### src/rtl/shift_register_ctrl.sv
// Load/shift sequencer: accepts a parallel word over valid/ready and serialises it onto the chain.
// Define SHIFT_REGISTER_CTRL_PARITY_EN to append an even-parity bit to every frame.
module shift_register_ctrl #(
  parameter int WIDTH     = 4,
  parameter int GAP       = 1,
  parameter int MSB_FIRST = 1
) (
  input  logic                         clk,
  input  logic                         rst,
  input  logic                         load_valid,
  input  logic [WIDTH-1:0]             load_data,
  output logic                         load_ready,
  output logic                         ser_out,
  output logic                         shift_en,
  output logic [$clog2(WIDTH+1)-1:0]   bit_cnt,
  output logic                         frame_start,
  output logic                         frame_done,
  output logic                         busy
);

  localparam int CW = $clog2(WIDTH + 1);
  localparam int unsigned UW = WIDTH;
`ifdef SHIFT_REGISTER_CTRL_PARITY_EN
  localparam int N = WIDTH + 1;
`else
  localparam int N = WIDTH;
`endif

  typedef enum logic [1:0] {
    IDLE  = 2'd0,
    SHIFT = 2'd1,
    GAPS  = 2'd2
  } state_t;

  state_t            r_state;
  logic [WIDTH-1:0]  r_data;
  logic [3:0]        r_gap_cnt;
  logic              r_ser_out;
  logic              r_shift_en;
  logic [CW-1:0]     r_bit_cnt;
  logic              r_frame_start;
  logic              r_frame_done;
  logic              r_busy;

  logic              w_xfer;
  logic [CW-1:0]     w_nxt_cnt;
  int unsigned       w_nxt_idx;
  int unsigned       w_sel;
  logic              w_nxt_bit;
  logic              w_first_bit;

  assign load_ready  = (r_state == IDLE) && !rst;
  assign w_xfer      = load_valid && load_ready;
  assign ser_out     = r_ser_out;
  assign shift_en    = r_shift_en;
  assign bit_cnt     = r_bit_cnt;
  assign frame_start = r_frame_start;
  assign frame_done  = r_frame_done;
  assign busy        = r_busy;

  // Output bits are registered, so the bit for the next cycle is selected from the captured word here.
  always_comb begin
    w_nxt_cnt   = r_bit_cnt + CW'(1);
    w_nxt_idx   = 32'(w_nxt_cnt);
    w_sel       = (MSB_FIRST != 0) ? (UW - 1 - w_nxt_idx) : w_nxt_idx;
    w_first_bit = (MSB_FIRST != 0) ? load_data[WIDTH-1] : load_data[0];
    w_nxt_bit   = 1'b0;
    for (int unsigned i = 0; i < UW; i++) begin
      if (i == w_sel) w_nxt_bit = r_data[i];
    end
`ifdef SHIFT_REGISTER_CTRL_PARITY_EN
    if (w_nxt_idx == UW) w_nxt_bit = ^r_data;
`endif
  end

  always_ff @(posedge clk or posedge rst) begin
    if (rst) begin
      r_state       <= IDLE;
      r_data        <= '0;
      r_gap_cnt     <= '0;
      r_ser_out     <= 1'b0;
      r_shift_en    <= 1'b0;
      r_bit_cnt     <= '0;
      r_frame_start <= 1'b0;
      r_frame_done  <= 1'b0;
      r_busy        <= 1'b0;
    end else begin
      r_frame_start <= 1'b0;
      case (r_state)
        IDLE: begin
          if (w_xfer) begin
            r_state       <= SHIFT;
            r_data        <= load_data;
            r_ser_out     <= w_first_bit;
            r_shift_en    <= 1'b1;
            r_bit_cnt     <= '0;
            r_frame_start <= 1'b1;
            r_frame_done  <= (N == 1);
            r_busy        <= 1'b1;
          end
        end
        SHIFT: begin
          if (r_bit_cnt == CW'(N - 1)) begin
            r_ser_out    <= 1'b0;
            r_shift_en   <= 1'b0;
            r_bit_cnt    <= '0;
            r_frame_done <= 1'b0;
            if (GAP > 0) begin
              r_state   <= GAPS;
              r_gap_cnt <= 4'(GAP - 1);
            end else begin
              r_state <= IDLE;
              r_busy  <= 1'b0;
            end
          end else begin
            r_ser_out    <= w_nxt_bit;
            r_bit_cnt    <= w_nxt_cnt;
            r_frame_done <= (w_nxt_cnt == CW'(N - 1));
          end
        end
        GAPS: begin
          if (r_gap_cnt == 4'd0) begin
            r_state <= IDLE;
            r_busy  <= 1'b0;
          end else begin
            r_gap_cnt <= r_gap_cnt - 4'd1;
          end
        end
        default: begin
          r_state <= IDLE;
          r_busy  <= 1'b0;
        end
      endcase
    end
  end

endmodule
### config.mk
export PLATFORM = sky130hd
export DESIGN_NAME = shift_register_ctrl
export DESIGN_NICKNAME = d
export VERILOG_FILES = /design/src/rtl/shift_register_ctrl.sv
export SDC_FILE = /design/constraint.sdc
export NUM_CORES = 1
export LEC_CHECK = 0
export CAP_MARGIN = 0
export CORE_ASPECT_RATIO = 0.8
export CORE_MARGIN = 2
export CORE_UTILIZATION = 40
export CTS_CLUSTER_SIZE = 30
export DETAILED_ROUTE_END_ITERATION = 10
export GPL_TIMING_DRIVEN = 0
export PLACE_DENSITY = 0.62
export RECOVER_POWER = 50
export SYNTH_ARGS = -nofsm -noshare
export SYNTH_HDL_FRONTEND = slang
export SYNTH_SLANG_ARGS = --single-unit
### constraint.sdc
create_clock -name clk -period 1.65 [get_ports clk]
set_clock_uncertainty 0.2 [all_clocks]
set_input_delay 0.165 -clock clk [delete_from_list [all_inputs] [get_ports clk]]
set_output_delay 0.165 -clock clk [all_outputs]
set_load 0.01 [all_outputs]
# Word level (Yosys, flattened, before mapping)
# Cells that the tools add are included.
[totals] ff_bits=18 latchBits=0 mem_bits_rw=0 mem_bits_ro=0 word_cells=65 n_memories=0 output_inout_bits=9
[op_classes] shifts=0 n_eq_ne=11 mul=0 reduce_logical=14 bitwise=1 div_mod_pow=0 magnitude_cmp=0 mux=27 n_addsub=3
[ops] op="2-bit by 32-bit equality test with 1-bit output, first input constant" count=2
[ops] op="1-bit by 32-bit equality test with 1-bit output, first input constant" count=1
[ops] op="32-bit zero test" count=1
[ops] op="1-bit 2-to-1 mux" count=13
[ops] op="3-bit AND reduction" count=4
[ops] op="4-bit 2-to-1 mux" count=2
[ops] op="2-bit != test, second input constant" count=4
[ops] op="4-bit case mux with 2 select lines" count=1
[ops] op="3-bit by 2-bit equality test with 1-bit output, second input constant" count=2
[ops] op="2-bit 2-to-1 mux" count=3
[ops] op="3-bit 2-to-1 mux" count=2
[ops] op="1-bit case mux with 2 select lines" count=3
[ops] op="2-bit case mux with 3 select lines" count=1
[ops] op="3-bit case mux with 2 select lines" count=1
[ops] op="4-bit zero test" count=1
[ops] op="2-bit AND reduction" count=2
[ops] op="2-bit nonzero test" count=2
[ops] op="2-bit by 3-bit subtractor with 4-bit output, first input constant" count=1
[ops] op="4-bit by 1-bit subtractor with 4-bit output, second input constant" count=1
[ops] op="3-bit by 1-bit adder with 3-bit output, second input constant" count=1
[ops] op="1-bit case mux with 3 select lines" count=1
[ops] op="2-bit by 1-bit equality test with 1-bit output, second input constant" count=1
[ops] op="2-bit equality test, second input constant" count=1
[ops] op="1-bit logical AND" count=2
[ops] op="3 further kinds" count=3

# Depth between registers and ports, before layout
[depth] word_depth=9 depth_mapped=5 mapped_depth_nobuf=5

# Worst setup path after synthesis
# OpenSTA, ideal clock, no wires.
[synth_path] path_kind="reg2reg" start="register r_bit_cnt[0] (netlist: bit_cnt[0])" end="register r_ser_out (netlist: ser_out)" period_less_slack_ps=1754 arrival_ps=1464 required_ps=1360 stages_incl_launch_ff=6 setup_time_ps=90 setup_slack_ps=-104 n_path_buf=0 cell_sequence="dfrtp_1 ha_1 ha_1 and4bb_2 o311ai_0 o221ai_1"
[synth_via] elab_chain_cells=9
[synth_lines] item="start: declaration" line="40" text="logic [CW-1:0] r_bit_cnt;"
[synth_lines] item="start signal: assignment" line="117" text="r_bit_cnt <= w_nxt_cnt;"
[synth_lines] item="3-bit by 1-bit adder with 3-bit output" line="63" text="w_nxt_cnt = r_bit_cnt + CW'(1);"
[synth_lines] item="2-bit by 3-bit subtractor with 4-bit output" line="65" text="w_sel = (MSB_FIRST != 0) ? (UW - 1 - w_nxt_idx) : w_nxt_idx;"
[synth_lines] item="32-bit zero test" line="69" text="if (i == w_sel) w_nxt_bit = r_data[i];"
[synth_lines] item="1-bit 2-to-1 mux (4 in series)" line="69"
[synth_lines] item="1-bit 2-to-1 mux (*)" line="103" text="if (r_bit_cnt == CW'(N - 1)) begin"
[synth_lines] item="1-bit case mux with 2 select lines (*)" line="89" text="case (r_state)"
[synth_lines] item="end signal: assignment" line="94" text="r_ser_out <= w_first_bit;"
[synth_lines] item="end signal: assignment" line="116" text="r_ser_out <= w_nxt_bit;"
[synth_lines] item="end: declaration" line="38" text="logic r_ser_out;"
# Every way passes the cells marked *; elsewhere a longest branch is shown, timed or not.
# A chain may end at the register's enable or synchronous reset.

# Final worst setup path
# Ends and elaborated chain as after synthesis.

==> results.txt <==
Mapped Avg Cell Area -> 10.8 µm²
sequential group share of total power -> 38.1%
FILL cells -> 220
Post-synth EDFFs -> 0
Layout Area Growth over Synthesis -> 34.7%
outcome -> finished with violations
area of the multi-input gates -> 522 µm²
first-pass GRT wire length -> 3.21 mm
Seq. cell area -> 453 µm²
internal power -> 1.18 mW
Tmin final -> 1.71 ns
port bufs -> 15
reg2reg path depth -> 5
CTS tree -> yes
Leak -> 0.609 nW
fin nets -> 135
placed insts -> 133
Util after Layout -> 55.4%
Combinational Power Share -> 46.9%
Clock power frac -> 14.9%
pre-CTS WS -> -0.165 ns
clock tree sinks -> 18
die height -> 48.4 µm
setup violators final -> 1
GPL Wtd Cong -> 0.720
Final Cycle Share -> 104%
H-Tree Depth -> 1
ys async rst share -> 100%
largest net degree at the start of global routing -> 19
first drt pass iteration count -> 4
Worst Setup Slack, final -> -0.0632 ns
initial antenna violation count -> 0
full die area -> 2880 µm²
Netlist cell types -> 31
Worst-Skew Late Latency -> 0.30 ns
clk slew on worst S/H paths -> 0.10 ns
CORE AREA -> 2400 µm²
Tightest Hold Check Type -> primary input to flip-flop
vias in the first global route -> 724
Synth Warn # -> 0
VDD IR-drop max -> 0.736 mV
n_diodes -> 0
cts bufs inserted -> 3
# hold bufs at CTS -> 0
Area contributors post-synth -> dfrtp_1 46%, ha_1 11%, inv_1 4.9%, buf_6 3.4%, nand2_1 3.0%
Power Total -> 1.81 mW
GRT overflow -> 0
final hold violations -> 0
RSZ-0062 raised after global routing -> true
commonest non-fill, non-tap cell in the layout -> dfrtp_1
Vias -> 737
Syn Inst Count -> 91
Top Ports -> 16
Slew headroom -> 54.7%
violated checks -> negative setup slack
share of cells above drive strength 1 -> 31.4%
Final ANT Viol Nets -> 0
most frequent cells in the layout -> 16 x dfrtp_1, 11 x inv_1, 10 x clkdlybuf4s50_1
clock tree buffer depth -> 2
Routed WL -> 1.96 mm
hpwl dp -> 1.34 mm
Rows -> 16
Least-Margin Pin Slew -> 0.679 ns
die width -> 59.5 µm
Critical Path Start Type -> flip-flop
switching power -> 0.637 mW
FF+latch count, synth -> 18
FMAX -> 584 MHz
max cap viols -> 0
Root Buffer -> clkbuf_4
syn_nets -> 107
Pins Over Slew Limit -> 0
hold_ws -> 0.251 ns
DRC viols -> 0
hold depth -> 3
WP data arrival -> 1.73 ns
Starting Density -> 41.1%
Vias/cell -> 5.08
Non-Filler Instances -> 145
post-DR wirelength/cell -> 13.5 µm
Power Density -> 1360 nW/µm²
Total GRT Usage -> 14.6%
Seq/Total Area, Yosys -> 45.6%
Worst setup EP type -> flip-flop
CP Class -> flip-flop to flip-flop
critical path data required time -> 1.66 ns
Switching Fraction -> 35.2%
Yosys top cell by area -> dfrtp_1
Main synth FF type -> dfrtp_1
Worst Path Max Fanout -> 6
Initial DRC Count -> 7
Post-Syn Area -> 987 µm²
Synth top area share -> 45.6%
[layer usage]
layer	part of all wire, %	vias up	GRT usage, %
li1	-	365	-
met1	51	353	21.1
met2	44	15	21.4
met3	4.3	4	4.81
met4	0.72	0	3.33
met5	0	-	0
[cell type report]
| class | count | share of cell area [%] |
|---|---|---|
| inverters | 13 | 3.67 |
| plain buffers | 3 | 2.54 |
| well taps | 27 | 2.54 |
| multi-input cells | 57 | 39.2 |
| repair buffers | 23 | 15.2 |
| clock buffers | 4 | 2.73 |
| flip-flops and latches | 18 | 34.1 |
[flip-flops by register name, indices dropped and copies added (netlist names)]
name,flops
busy,1
bit_cnt,3
shift_en,1
r_state,2
frame_start,1
frame_done,1
ser_out,1
r_data,4
r_gap_cnt,4
[kinds of logic after synthesis]
family / Yosys count / share of synthesized area, %
compound gates: 18 / 12.7
mux: 5 / 5.83
flops: 18 / 45.6
simple gates: 25 / 16.1
buf+inv: 16 / 8.37
fa+ha+maj: 9 / 11.4
[path summary, 6_finish.rpt]
| path | startpoint | to | slack [ns] |
|---|---|---|---|
| worst max-delay path | bit_cnt[0] | ser_out | -0.06 |
| worst min-delay path | load_data[3] | r_data[3] | 0.25 |
| worst max register to register | bit_cnt[0] | ser_out | -0.06 |
| worst min register to register | busy | busy | 0.29 |
| max in group asynchronous | rst | bit_cnt[1] | 0.47 |
| min in group asynchronous | rst | r_state[0] | 0.31 |
[through the flow]
| step | TNS (ns) | instance area [µm²] |
|---|---|---|
| 3_3_place_gp | -0.469 | 1200 |
| 5_1_grt | -0.190 | 1330 |
| 2_1_floorplan | 0 | 1020 |
| 6_report | -0.0632 | 1330 |
| 4_1_cts | -0.0618 | 1280 |
| 3_5_place_dp | -0.612 | 1200 |
[critical path, cell delays in order (launching register included)]
cell and delay (ns):
dfrtp_2 0.47, ha_4 0.19, ha_4 0.25, and4bb_2 0.24, o311ai_1 0.09, o221ai_1 0.19
[synth_stat cells, types with 2 or more instances]
| cell | n |
|---|---|
| dfrtp_1 | 18 |
| inv_1 | 13 |
| ha_1 | 9 |
| nand2_1 | 8 |
| a21oi_1 | 3 |
| buf_6 | 3 |
| nand2b_1 | 3 |
| nand3_1 | 3 |
| o21ai_0 | 3 |
| o22ai_1 | 3 |
| a21o_1 | 2 |
| mux2_2 | 2 |
| mux2i_1 | 2 |
| nor3_1 | 2 |
[what timing repair did]
item | in CTS | in global routing
pin swaps | 2 | 3
gates cloned | 0 | 0
setup endpoints to repair | 10 | 9
buffers inserted | 4 | 4
resized for setup | 10 | 8
[power by group through the flow]
stage	logic, mW	clock network, mW	registers [mW]
floorplan	0.512	0	0.707
global placement	0.799	0	0.694
detailed placement	0.810	0	0.696
CTS	0.829	0.282	0.691
global route	0.935	0.300	0.711
finish	0.851	0.271	0.691
Power figures use the tool's default switching activity.
